<file path="src/rtl/sobolrng_ctrl.sv">
// Sobol sequence generator with a valid/ready sample stream and programmable run length.
// Optional build macro SOBOLRNG_CTRL_SCRAMBLE_EN adds iSeed, which becomes sample 0 of each run.
module sobolrng_ctrl #(
  parameter int BITWIDTH = 8,
  parameter int IDXW     = 3
) (
  input  logic                iClk,
  input  logic                iRstN,
  input  logic                iCfgWe,
  input  logic [IDXW-1:0]     iCfgIdx,
  input  logic [BITWIDTH-1:0] iCfgData,
  input  logic                iStart,
  input  logic [BITWIDTH-1:0] iLen,
  input  logic                iReady,
`ifdef SOBOLRNG_CTRL_SCRAMBLE_EN
  input  logic [BITWIDTH-1:0] iSeed,
`endif
  output logic                oValid,
  output logic [BITWIDTH-1:0] oRand,
  output logic                oLast,
  output logic                oBusy,
  output logic                oDone
);

  localparam int KW = BITWIDTH + 1;
  localparam logic [1:0] ST_IDLE = 2'd0;
  localparam logic [1:0] ST_RUN  = 2'd1;
  localparam logic [1:0] ST_DONE = 2'd2;
  localparam logic [KW-1:0]   K_ONE   = {{BITWIDTH{1'b0}}, 1'b1};
  localparam logic [KW-1:0]   K_FULL  = {1'b1, {BITWIDTH{1'b0}}};
  localparam logic [IDXW:0]   DIR_CNT = (IDXW+1)'(BITWIDTH);

  // Index of the lowest set bit; selects the direction vector for the next sample.
  function automatic logic [IDXW-1:0] tz_f(input logic [BITWIDTH-1:0] v);
    logic [IDXW-1:0] r;
    r = '0;
    for (int i = BITWIDTH - 1; i >= 0; i--) begin
      if (v[i]) begin
        r = IDXW'(i);
      end else begin
        r = r;
      end
    end
    return r;
  endfunction

  logic [1:0]          state_r;
  logic [1:0]          state_nxt_s;
  logic [KW-1:0]       len_r;
  logic [KW-1:0]       k_r;
  logic [BITWIDTH-1:0] dir_r [BITWIDTH];
  logic                valid_r;
  logic [BITWIDTH-1:0] rand_r;
  logic                last_r;
  logic                busy_r;
  logic                done_r;

  logic                hs_s;
  logic [KW-1:0]       k_inc_s;
  logic [BITWIDTH-1:0] step_s;
  logic [KW-1:0]       start_len_s;
  logic [BITWIDTH-1:0] seed_s;
  logic                cfg_ok_s;

  // Handshake, next-sample arithmetic and FSM next state.
  always_comb begin
    hs_s        = valid_r & iReady;
    k_inc_s     = k_r + K_ONE;
    step_s      = rand_r ^ dir_r[tz_f(k_inc_s[BITWIDTH-1:0])];
    cfg_ok_s    = iCfgWe & ({1'b0, iCfgIdx} < DIR_CNT);
    // A zero length stands for the full 2^BITWIDTH period.
    if (iLen == {BITWIDTH{1'b0}}) begin
      start_len_s = K_FULL;
    end else begin
      start_len_s = {1'b0, iLen};
    end
`ifdef SOBOLRNG_CTRL_SCRAMBLE_EN
    seed_s      = iSeed;
`else
    seed_s      = {BITWIDTH{1'b0}};
`endif
    state_nxt_s = state_r;
    case (state_r)
      ST_IDLE: begin
        if (iStart) begin
          state_nxt_s = ST_RUN;
        end else begin
          state_nxt_s = ST_IDLE;
        end
      end
      ST_RUN: begin
        if (hs_s && last_r) begin
          state_nxt_s = ST_DONE;
        end else begin
          state_nxt_s = ST_RUN;
        end
      end
      ST_DONE: state_nxt_s = ST_IDLE;
      default: state_nxt_s = ST_IDLE;
    endcase
  end

  // Sequencer state, direction-vector table and registered stream outputs.
  always_ff @(posedge iClk or negedge iRstN) begin
    if (!iRstN) begin
      state_r <= ST_IDLE;
      len_r   <= '0;
      k_r     <= '0;
      for (int i = 0; i < BITWIDTH; i++) begin
        dir_r[i] <= '0;
      end
      valid_r <= 1'b0;
      rand_r  <= '0;
      last_r  <= 1'b0;
      busy_r  <= 1'b0;
      done_r  <= 1'b0;
    end else begin
      state_r <= state_nxt_s;
      busy_r  <= (state_nxt_s != ST_IDLE);
      done_r  <= 1'b0;
      case (state_r)
        ST_IDLE: begin
          if (cfg_ok_s) begin
            dir_r[iCfgIdx] <= iCfgData;
          end
          if (iStart) begin
            len_r   <= start_len_s;
            k_r     <= '0;
            rand_r  <= seed_s;
            valid_r <= 1'b1;
            last_r  <= (start_len_s == K_ONE);
          end
        end
        ST_RUN: begin
          if (hs_s) begin
            if (last_r) begin
              valid_r <= 1'b0;
              last_r  <= 1'b0;
              done_r  <= 1'b1;
            end else begin
              k_r    <= k_inc_s;
              rand_r <= step_s;
              last_r <= ((k_inc_s + K_ONE) == len_r);
            end
          end
        end
        ST_DONE: begin
          valid_r <= 1'b0;
          last_r  <= 1'b0;
        end
        default: begin
          valid_r <= 1'b0;
          last_r  <= 1'b0;
        end
      endcase
    end
  end

  assign oValid = valid_r;
  assign oRand  = rand_r;
  assign oLast  = last_r;
  assign oBusy  = busy_r;
  assign oDone  = done_r;

endmodule
</file>
<file path="config.mk">
export PLATFORM = sky130hd
export DESIGN_NAME = sobolrng_ctrl
export DESIGN_NICKNAME = d
export VERILOG_FILES = /design/src/rtl/sobolrng_ctrl.sv
export SDC_FILE = /design/constraint.sdc
export NUM_CORES = 1
export LEC_CHECK = 0
export ABC_AREA = 1
export BUFFER_PORTS_ARGS = -buffer_cell sky130_fd_sc_hd__buf_4
export CORE_ASPECT_RATIO = 1.2
export CORE_MARGIN = 1
export CORE_UTILIZATION = 55
export CTS_CLUSTER_DIAMETER = 50
export DETAILED_ROUTE_END_ITERATION = 6
export PLACE_DENSITY = 0.75
export SLEW_MARGIN = 20
export SYNTH_ARGS = -nofsm -noshare
export SYNTH_HDL_FRONTEND = slang
export SYNTH_SLANG_ARGS = --single-unit
</file>
<file path="constraint.sdc">
create_clock -name iClk -period 4.4 [get_ports iClk]
set_clock_uncertainty 0.1 [all_clocks]
set_input_delay 0.88 -clock iClk [delete_from_list [all_inputs] [get_ports iClk]]
set_output_delay 0.88 -clock iClk [all_outputs]
set_load 0.05 [all_outputs]
</file>
==> results of run 1 <==
==> worst max-delay path, delay by kind of cell (launching register included) <==
family,cells,cell delay (ps)
simple gates,17,1970
flops,1,430
fa+ha+maj,1,210
buf+inv,1,30
==> cells by family (layout without fill, tap and decap cells) <==
| family | after synthesis | count (layout) |
|---|---|---|
| buffers and inverters | 143 | 177 |
| AOI/OAI and AO/OA | 91 | 91 |
| adders and majority gates | 2 | 2 |
| DFF | 96 | 96 |
| and+or+nand+nor | 316 | 316 |
| xor gates and xnor gates | 14 | 14 |
==> registers in the layout, summed over array words and instances (netlist names) <==
| signal | flops |
|---|---|
| dir_r | 64 |
| k_r | 9 |
| len_r | 9 |
| oRand | 8 |
| state_r | 2 |
| oBusy | 1 |
| oDone | 1 |
| oLast | 1 |
| oValid | 1 |
==> power by group through the flow <==
stage	clock (mW)	combinational (mW)	sequential, mW
final	0.718	2.07	1.47
after global routing	0.753	2.36	1.52
after CTS	0.726	2.07	1.47
after detailed placement	0	2.05	1.49
after global placement	0	2.03	1.47
after floorplan	0	1.53	1.57
==> routing by layer <==
layer	track usage, %	up-vias	part of all wire (%)
li1	-	2158	-
met4	13.5	0	2.5
met2	46.3	125	48
met5	0	-	0
met1	37.5	2015	45
met3	3.85	24	4.4
==> Yosys cell counts (4+ instances only) <==
cell type  number  share of area (%)
o21ai_0        72                7.1
nand2_1       159                 12
nor2_1         30                2.2
nand2_2         5               0.62
clkbuf_1       13               0.96
nand4_1        15                1.9
xor2_1         12                2.1
o22ai_1        10                1.2
nand3_1        86                8.5
inv_1         116                8.6
buf_6           5                1.1
a21oi_1         5               0.49
nor3_1          4               0.40
dfrtp_1        96                 47
nand3b_1        8                1.2
==> area by class of cell <==
cell class / count / share of cell area [%]
well taps: 120 / 2.66
clock buffers: 10 / 2.44
inverters: 119 / 7.91
clock inverters: 6 / 2.04
multi-input cells: 423 / 36.8
flip-flops and latches: 96 / 42.5
repair buffers: 42 / 5.58
==> final timing paths <==
| kind | startpoint | end | slack [ps] | depth (start not counted) |
|---|---|---|---|---|
| setup / recovery | k_r[0] | oRand[6] | 1550 | 19 |
| hold / removal | iRstN | oRand[2] | 190 | 1 |
| setup reg to reg | k_r[0] | oRand[6] | 1550 | 19 |
| hold reg to reg | state_r[1] | oBusy | 370 | 1 |
| max in group asynchronous | iRstN | dir_r[41] | 3140 | 2 |
| min in group iClk | state_r[1] | oBusy | 370 | 1 |
==> per-stage QoR <==
| step | util [%] | setup WS, ps |
|---|---|---|
| after floorplan | - | 2130 |
| after global placement | 60.0 | 1660 |
| after detailed placement | 60.0 | 1580 |
| after CTS | 62.8 | 1550 |
| after global routing | 62.8 | 1230 |
| final | 62.8 | 1550 |
==> impl_results.md, run 1 <==
- Status: finished, final reports clean
- Crit path top cell by count: nand2_1
- Slew HR: approximately 43%
- Setup_tns: 0 ps
- Wire per inst: 15.2 µm
- Min cycle time layout: ~2800 ps
- Resize count post-CTS: 0
- Combinational share of power: about half
- Max Transition Viols Final: 0
- Commonest non-fill, non-tap cell in the layout: nand2_1
- Asr flop ratio synth: between 90% and 100%
- CTS tree: done
- Ys Warns: 0
- Synthesized netlist cell count: 662
- #FFs+latches synth: between 90 and 100
- Total leakage power: 2.89 nW
- Flop pwr share: between 30% and 40%
- Worst hold path type: primary input to asynchronous set/reset pin
- Final instance area: between 5000 and 6000 µm²
- Core Footprint: about 9000 µm²
- Max-cap violations: 0
- PortBufs: 35
- Layout cells sized above 1: between 10 and 15%
- CTS Buf Count: 9
- Initial core utilization: between 50% and 60%
- Post-synth EDFFs: 0
- Final Hold Vio Count: 0
- Htree depth: 3
- Largest net degree at the start of global routing: 54
- Die Span Y: ~110 µm
- Area after DPL: approximately 5400 µm²
- Largest family of logic cells by synthesized area: simple AND/OR/NAND/NOR gates
- Synth Area in Simple Gates: roughly 28%
- Mapped Area: around 5000 µm²
- Total grt overflow: 0
- Area added between synthesis and finish: 11.4%
- Post-DP HPWL: 8780 µm
- Slowest cell on the critical path: dfrtp_1
- Post-Synth XOR/XNOR Area: under 10%
- Vias: approximately 4,300
- Critical path fanouts, max: 33
- Startpoint types: register
- Pwr dens: approximately 750 nW/µm²
- Syn_area_per_cell: ~7.7 µm²
- Root buf cell: clkbuf_8
- P_sw: 1.95 mW
- Placed insts: 800
- Final WL: roughly 12,000 µm
- Post-synthesis mux area share: 0%
- Die width: approximately 90 µm
- RSZ-0062 raised after global routing: no
- Final Non-Filler Cells: around 820
- Worst-path cell chain: ha_1 -> nand2_2 -> nor2_4 -> nand3_2 -> nand2_2 -> nand2_1 -> nand2_1 -> nand2_1 -> nand2_1 -> nand2_2 -> nand2_4 -> nand2_4 -> nand2_1 -> nand3_1 -> nand3_1 -> nand3_1 -> nand2_1 -> inv_2 -> nor2_1
- Commonest cells after routing, fill and taps aside: nand2_1 (159), inv_1 (116), dfrtp_1 (96)
- Filler instances: 813
- Row count: 38
- Multi-input gate area: slightly above 2000 µm²
- Antenna cells: 0
- Distinct cells, synth: 32
- Adder-Cell Fraction of Synth Area: 0.494%
- Fmax: 0.351 GHz
- WHS: ~190 ps
- Part of the cycle the worst path needs: between 60 and 70%
- Pwr Total: between 4 and 5 mW
- Antenna violations before repair: 0
- First-pass GRT wire length: between 20,000 and 25,000 µm
- VDD IR-drop max: 362 µV
- Vias in the first global route: 4,282
- Routed vias/inst: approximately 5.3
- Worst path max stage delay: ~430 ps
- Post-synthesis sequential area ratio: about 47%
- Residual DRC: 0
- Worst path required time: between 4000 and 5000 ps
- Nets: 717
- Final setup violation count: 0
- Placer congestion estimate: a little under 0.9
- Compound-Gate Fraction of Synth Area: about a tenth
- Switching part of the total: roughly 46%
- Clk pwr share: approximately 17%
- CTS Hold Buffers Added: 0
- Starting DRT DRC Count: approximately 330
- Initial DRT Pass Iterations: 5
- Clk buf depth: 2
- Routed Antenna Nets: 0
- I/O pin count: 36
- CP arrival: a little over 3000 ps
- Slew @ Worst Pin: between 800 and 900 ps
- Worst-path clk slew: 90 ps
- Die area: between 9000 and 10,000 µm²
- Post-CTS setup repair buffer count: 0
- Sink Count: 96
- Pint: approximately 2.3 mW
- Kind of critical path: register to register
- Clock latency on the worst-skew pair: 380 ps
- Register Area: around 2400 µm²
- Total GRT Usage: between 20 and 30%
- Post-synth net total: approximately 690
- Ys flop type: dfrtp_1
- Worst Setup End Kind: register
Power figures use the tool's default switching activity.
==> run 2: changes to the inputs <==
--- a/config.mk
+++ b/config.mk
@@ -5,14 +5,14 @@
 export SDC_FILE = /design/constraint.sdc
 export NUM_CORES = 1
 export LEC_CHECK = 0
-export ABC_AREA = 1
+export ABC_AREA = 0
 export BUFFER_PORTS_ARGS = -buffer_cell sky130_fd_sc_hd__buf_4
 export CORE_ASPECT_RATIO = 1.2
 export CORE_MARGIN = 1
 export CORE_UTILIZATION = 55
 export CTS_CLUSTER_DIAMETER = 50
 export DETAILED_ROUTE_END_ITERATION = 6
-export PLACE_DENSITY = 0.75
+export PLACE_DENSITY = 0.77
 export SLEW_MARGIN = 20
 export SYNTH_ARGS = -nofsm -noshare
 export SYNTH_HDL_FRONTEND = slang
==> constraint.sdc (replaced) <==
create_clock -name iClk -period 2.4 [get_ports iClk]
set_clock_uncertainty 0.1 [all_clocks]
set_input_delay 0.48 -clock iClk [delete_from_list [all_inputs] [get_ports iClk]]
set_output_delay 0.48 -clock iClk [all_outputs]
set_load 0.05 [all_outputs]
==> impl_results.md, run 2 <==
- Total grt overflow: 0 (unchanged)
- R2R Path Start: k_r[2] (was k_r[0])
- Final Non-Filler Cells: 752 (was 816)
- Nets: 650 (was 717)
- HP Start: iLen[0]
- Routed Antenna Nets: 0 (unchanged)
- VDD IR-drop max: 728 µV (was 362 µV)
- Worst Hold Depth: 2
- Max-cap violations: 0 (unchanged)
- Placer congestion estimate: 1.03 (was 0.868)
- Asr flop ratio synth: 100% (unchanged)
- Top cells by count, synth: dfrtp_1 (96), mux2_2 (73), nand2_1 (37) (was nand2_1 (159), inv_1 (116), dfrtp_1 (96))
- RSZ-0062 raised after global routing: yes (was no)
- Worst-path clk slew: 70 ps (was 90 ps)
- Clock latency on the worst-skew pair: 360 ps (was 380 ps)
- Vias in the first global route: 4,745 (was 4,282)
- PortBufs: 35 (unchanged)
- Worst Setup End Kind: register (unchanged)
- Most common cell in the netlist: dfrtp_1 (was nand2_1)
- Startpoint types: register (unchanged)
- First-pass GRT wire length: 25,200 µm (was 20,500 µm)
- Kind of critical path: register to register (unchanged)
- Post-synth EDFFs: 0 (unchanged)
- Filler instances: 509 (was 813)
- Fmax: 0.331 GHz (was 0.351 GHz)
- Synth area leaders: dfrtp_1 (45%), mux2_2 (15%), mux2i_1 (3.2%) (was dfrtp_1 (47%), nand2_1 (12%), inv_1 (8.6%))
- Post-DP HPWL: 10,700 µm (was 8780 µm)
- Starting DRT DRC Count: 379 (was 326)
- Largest net degree at the start of global routing: 45 (was 54)
- Htree depth: 3 (unchanged)
- CTS Buf Count: 9 (unchanged)
- Pwr dens: 1040 nW/µm² (was 754 nW/µm²)
- CP arrival: 3150 ps (was 3050 ps)
- Die Span Y: 110 µm (was 107 µm)
- Placed insts: 706 (was 800)
- Status: finished with violations (was finished, final reports clean)
- Reg2Reg Depth: 8 (was 19)
- Multi-input gate area: 3530 µm² (was 2080 µm²)
- Yosys top cell area share: 44.6% (was 47.4%)
- Largest reg by FF count: dir_r (unchanged)
- Post-synth net total: 517 (was 688)
- Failing checks: negative setup slack
- Area after DPL: 6340 µm² (was 5390 µm²)
- Die width: 92.3 µm (was 89.6 µm)
- Biggest regs: dir_r: 64 flops, k_r: 9 flops, len_r: 9 flops (unchanged)
- R2R Path End: oRand[2] (was oRand[6])
- Pwr Total: 7.95 mW (was 4.26 mW)
- WHS: 214 ps (was 188 ps)
- Largest register FFs: 64 (unchanged)
- Initial DRT Pass Iterations: 5 (unchanged)
- Wire per inst: 25.4 µm (was 15.2 µm)
- Ys Warns: 0 (unchanged)
- Row count: 39 (was 38)
- Slew HR: 52.3% (was 43.4%)
- Worst hold path type: primary input to register (was primary input to asynchronous set/reset pin)
- R2r setup slk: -620 ps (was 1550 ps)
- Max Transition Viols Final: 0 (unchanged)
- Core Footprint: 9520 µm² (was 8990 µm²)
- Slew @ Worst Pin: 713 ps (was 847 ps)
- Residual DRC: 0 (unchanged)
- Root buf cell: clkbuf_16 (was clkbuf_8)
- Final Hold Vio Count: 0 (unchanged)
- Antenna cells: 0 (unchanged)
- Final setup violation count: 9 (was 0)
- Mapped Area: 5380 µm² (was 5070 µm²)
- Final WL: 19,100 µm (was 12,400 µm)
- Critical path fanouts, max: 8 (was 33)
- Ys flop type: dfrtp_1 (unchanged)
- Final worst slack: -619 ps (was 1550 ps)
- Layout cells sized above 1: 52.0% (was 10.8%)
- Commonest cells after routing, fill and taps aside: buf_4 (122), dfrtp_1 (94), mux2_2 (72) (was nand2_1 (159), inv_1 (116), dfrtp_1 (96))
- Antenna violations before repair: 0 (unchanged)
- Distinct cells, synth: 57 (was 32)
- Initial core utilization: 56.6% (was 56.4%)
- Part of the cycle the worst path needs: 126% (was 64.7%)
- Post-synthesis sequential area ratio: 44.6% (was 47.4%)
- Register Area: 2400 µm² (about the same)
- Final instance area: 7640 µm² (was 5650 µm²)
- Vias: 4,980 (was 4,322)
- Worst path required time: 2540 ps (was 4610 ps)
- Commonest non-fill, non-tap cell in the layout: buf_4 (was nand2_1)
- CTS tree: done (unchanged)
- Min cycle time layout: 3020 ps (was 2850 ps)
- Routed vias/inst: 6.62 (was 5.30)
- Total leakage power: 3.28 nW (was 2.89 nW)
- Hold EP: len_r[8]
- Clk buf depth: 2 (unchanged)
- Sink Count: 96 (unchanged)
- Total GRT Usage: 33.5% (was 28.6%)
- Synthesized netlist cell count: 491 (was 662)
- #FFs+latches synth: 96 (unchanged)
- Area added between synthesis and finish: 41.9% (was 11.4%)
- Syn_area_per_cell: 11.0 µm² (was 7.65 µm²)
- Die area: 10,200 µm² (was 9600 µm²)
- I/O pin count: 36 (unchanged)
- Area leader, netlist: dfrtp_1 (unchanged)
run 2: changes by cell type in the layout (fill, tap and decap cells not counted), moves of 22 or more:
cell and delta:
nand3_1 -82, mux2_2 +72, buf_4 +80, buf_6 +22, inv_1 -115, o21ai_0 -58, nand2_1 -123
run 2: repair_timing:
action                     4_1_cts  5_1_grt
setup endpoints to repair        9        9
hold buffers                     1        0
gates cloned                     0        1
pin swaps                       19       33
resized for setup               71       72
setup buffers                   10       22
hold endpoints to repair        32        0
run 2: worst max path at each step:
stage	startpoint	end	slack [ps]	depth (start not counted)
4_1_cts	k_r[0]	oRand[1]	-420	11
5_1_grt	k_r[2]	oRand[2]	-720	8
6_report	k_r[2]	oRand[2]	-620	8
3_3_place_gp	k_r[0]	oRand[3]	-920	10
2_1_floorplan	k_r[1]	oRand[0]	-270	9
3_5_place_dp	k_r[0]	oRand[3]	-980	10
run 2: worst max-delay path: stages, from the launching register on:
cell and delay [ps]:
dfrtp_1 450, nand3_2 170, buf_6 160, o21a_4 220
o31ai_2 620, o2111ai_1 300, a31oi_1 590, a2111oi_4 110
mux2i_1 160
run 2: logic make-up after synthesis:
| group | synth area share, % |
|---|---|
| xor gates and xnor gates | 3.60 |
| AOI/OAI and AO/OA | 16.3 |
| buffers and inverters | 2.90 |
| muxes | 18.4 |
| DFF | 44.6 |
| and+or+nand+nor | 13.7 |
| adders and majority gates | 0.465 |
run 2: layout make-up:
type                            count  area share [%]
Clock buffer                       10            3.00
Clock inverter                      6           0.557
Inverter                            2          0.0982
Multi-Input combinational cell    365            46.2
Sequential cell                    96            31.5
Tap cell                          123            2.01
Timing Repair Buffer              150            16.7
run 2: per-stage QoR:
step           utilization [%]  TNS (ps)  setup WS (ps)
2_1_floorplan                -     -2130           -268
3_3_place_gp              66.7     -5200           -922
3_5_place_dp              66.7     -6030           -981
4_1_cts                   74.8     -3240           -416
5_1_grt                   80.3     -4930           -722
6_report                  80.3     -4090           -619
run 2: power breakdown:
group / switching (mW) / total, mW / leakage [nW] / internal [mW]
sequential: 0.560 / 2.83 / 1.23 / 2.27
clock: 0.681 / 1.39 / 0.135 / 0.710
combinational: 1.93 / 3.74 / 1.91 / 1.80
run 2: metal layers:
metal  vias to the layer above  GRT usage (%)  part of all wire [%]
li1                       2107              -                     -
met4                         0           18.6                   7.4
met3                       108           7.48                   6.9
met5                         -              0                     0
met2                       289           57.0                    48
met1                      2476           39.3                    37
==> run 3: changes to the inputs <==
--- a/config.mk
+++ b/config.mk
@@ -9,10 +9,10 @@
 export BUFFER_PORTS_ARGS = -buffer_cell sky130_fd_sc_hd__buf_4
 export CORE_ASPECT_RATIO = 1.2
 export CORE_MARGIN = 1
-export CORE_UTILIZATION = 55
+export CORE_UTILIZATION = 40
 export CTS_CLUSTER_DIAMETER = 50
 export DETAILED_ROUTE_END_ITERATION = 6
-export PLACE_DENSITY = 0.77
+export PLACE_DENSITY = 0.55
 export SLEW_MARGIN = 20
 export SYNTH_ARGS = -nofsm -noshare
 export SYNTH_HDL_FRONTEND = slang
==> impl_results.md, run 3 (same netlist as run 2, synthesis figures left out) <==
- Status: finished with violations (unchanged)
- Failing checks: negative setup slack (unchanged)
- Slew @ Worst Pin: 680 ps (was 713 ps)
- Starting DRT DRC Count: 233 (was 379)
- Combinational share of power: 42.6% (was 47.0%)
- Flop pwr share: 37.3% (was 35.5%)
- Pint: 4.61 mW (was 4.78 mW)
- Residual DRC: 0 (unchanged)
- Slew HR: 54.5% (was 52.3%)
- Clock latency on the worst-skew pair: 350 ps (was 360 ps)
- Total GRT Usage: 23.4% (was 33.5%)
- Clk buf depth: 2 (unchanged)
- Max-cap violations: 0 (unchanged)
- Routed Antenna Nets: 0 (unchanged)
- Row count: 46 (was 39)
- Fmax: 0.356 GHz (was 0.331 GHz)
- Worst Setup End Kind: register (unchanged)
- Fin util: 54.4% (was 80.3%)
- Initial core utilization: 40.8% (was 56.6%)
- Worst hold path type: primary input to register (unchanged)
- Max Transition Viols Final: 0 (unchanged)
- Biggest regs: dir_r: 64 flops, k_r: 9 flops, len_r: 9 flops (unchanged)
- Nets: 632 (was 650)
- Die Span Y: 129 µm (was 110 µm)
- PortBufs: 35 (unchanged)
- Placer congestion estimate: 0.854 (was 1.03)
- Worst-path clk slew: 70 ps (about the same)
- Pwr dens: 1010 nW/µm² (was 1040 nW/µm²)
- Vias in the first global route: 4,451 (was 4,745)
- Critical path fanouts, max: 5 (was 8)
- Layout cells sized above 1: 46.2% (was 52.0%)
- Switching part of the total: 36.5% (was 39.9%)
- Clk pwr share: 20.1% (was 17.5%)
- Area after DPL: 6400 µm² (was 6340 µm²)
- Commonest cells after routing, fill and taps aside: buf_4 (126), dfrtp_1 (94), mux2_2 (72) (was buf_4 (122), dfrtp_1 (94), mux2_2 (72))
- Setup_tns: -3180 ps (was -4090 ps)
- Final WL: 15,100 µm (was 19,100 µm)
- Final instance area: 7170 µm² (was 7640 µm²)
- Commonest non-fill, non-tap cell in the layout: buf_4 (unchanged)
- Final worst slack: -406 ps (was -619 ps)
- Total leakage power: 3.14 nW (was 3.28 nW)
- Largest net degree at the start of global routing: 54 (was 45)
- Core Footprint: 13,200 µm² (was 9520 µm²)
- Part of the cycle the worst path needs: 117% (was 126%)
- Register Area: 2400 µm² (unchanged)
- I/O pin count: 36 (unchanged)
- Worst path required time: 2530 ps (was 2540 ps)
- Largest register FFs: 64 (unchanged)
- Routed vias/inst: 5.62 (was 6.62)
- CTS tree: done (unchanged)
- WHS: 243 ps (was 214 ps)
- Total grt overflow: 0 (unchanged)
- Kind of critical path: register to register (unchanged)
- Die width: 108 µm (was 92.3 µm)
- Htree depth: 3 (unchanged)
- Area added between synthesis and finish: 33.1% (was 41.9%)
- Final Hold Vio Count: 0 (unchanged)
- Pwr Total: 7.25 mW (was 7.95 mW)
- CP arrival: 2930 ps (was 3150 ps)
- Antenna violations before repair: 0 (unchanged)
- Wire per inst: 19.4 µm (was 25.4 µm)
- Final setup violation count: 9 (unchanged)
- CTS Buf Count: 9 (unchanged)
- Initial DRT Pass Iterations: 5 (unchanged)
- Multi-input gate area: 3220 µm² (was 3530 µm²)
- Startpoint types: register (unchanged)
- VDD IR-drop max: 511 µV (was 728 µV)
- RSZ-0062 raised after global routing: yes (unchanged)
- First-pass GRT wire length: 24,400 µm (was 25,200 µm)
- Post-DP HPWL: 11,000 µm (was 10,700 µm)
- Die area: 13,900 µm² (was 10,200 µm²)
- P_sw: 2.64 mW (was 3.17 mW)
- Sink Count: 96 (unchanged)
- Filler instances: 1,149 (was 509)
- Min cycle time layout: 2810 ps (was 3020 ps)
- Vias: 4,369 (was 4,980)
- Root buf cell: clkbuf_16 (unchanged)
- Antenna cells: 0 (unchanged)
- Largest reg by FF count: dir_r (unchanged)
[run 3: power groups by stage]
stage                     logic (mW)  clock network [mW]  registers, mW
after floorplan                 1.62                   0           2.82
after global placement          2.63                   0           2.69
after detailed placement        2.69                   0           2.71
after CTS                       3.00                1.48           2.70
after global routing            3.35                1.56           2.79
final                           3.09                1.46           2.71
[run 3: cell type report]
type                       instances  area share [%]
clock buffer                       9            3.14
tap                              168            2.93
sequential                        96            33.5
multi-input combinational        365            45.0
clock inverter                     6           0.943
timing repair buffer             132            14.4
inverter                           2           0.105
[run 3: routing by layer]
metal | track usage, % | part of all wire, % | up-vias
met5 | 0 | 0 | -
met4 | 10.9 | 3.0 | 0
met3 | 3.57 | 2.9 | 33
met2 | 38.2 | 49 | 101
met1 | 30.5 | 45 | 2179
li1 | - | - | 2056
[run 3: repair_timing]
item                                    4_1_cts  5_1_grt
hold endpoints to repair                     20        0
endpoints found under the setup margin        9        9
pin swaps                                    18        8
buffers inserted                              6        5
resized for setup                            63       10
hold buffers                                  1        0
[run 3: worst max-delay path: stages, from the launching register on]
cell and delay (ps):
dfrtp_1 380, ha_2 210, and3_4 200, buf_6 120, xnor2_4 250, nand3_4 120
or4b_4 630, buf_6 190, o31ai_4 240, a2111oi_4 80, mux2i_1 140
[run 3: per-stage QoR]
step / worst slack [ps] / cells
3_3_place_gp: -659 / 751
3_5_place_dp: -650 / 751
4_1_cts: -381 / 773
6_report: -406 / 778
2_1_floorplan: -268 / 491
5_1_grt: -494 / 778
[run 3: worst paths after layout]
check                      cells after the start         to  slack [ps]       from
hold reg to reg                                1  dir_r[10]         400  dir_r[10]
max in group asynchronous                      3     k_r[3]        1110      iRstN
setup reg to reg                              10   oRand[3]        -410     k_r[1]
setup / recovery                              10   oRand[3]        -410     k_r[1]
min in group asynchronous                      2   oRand[3]         460      iRstN
hold / removal                                 2   len_r[8]         240    iLen[0]
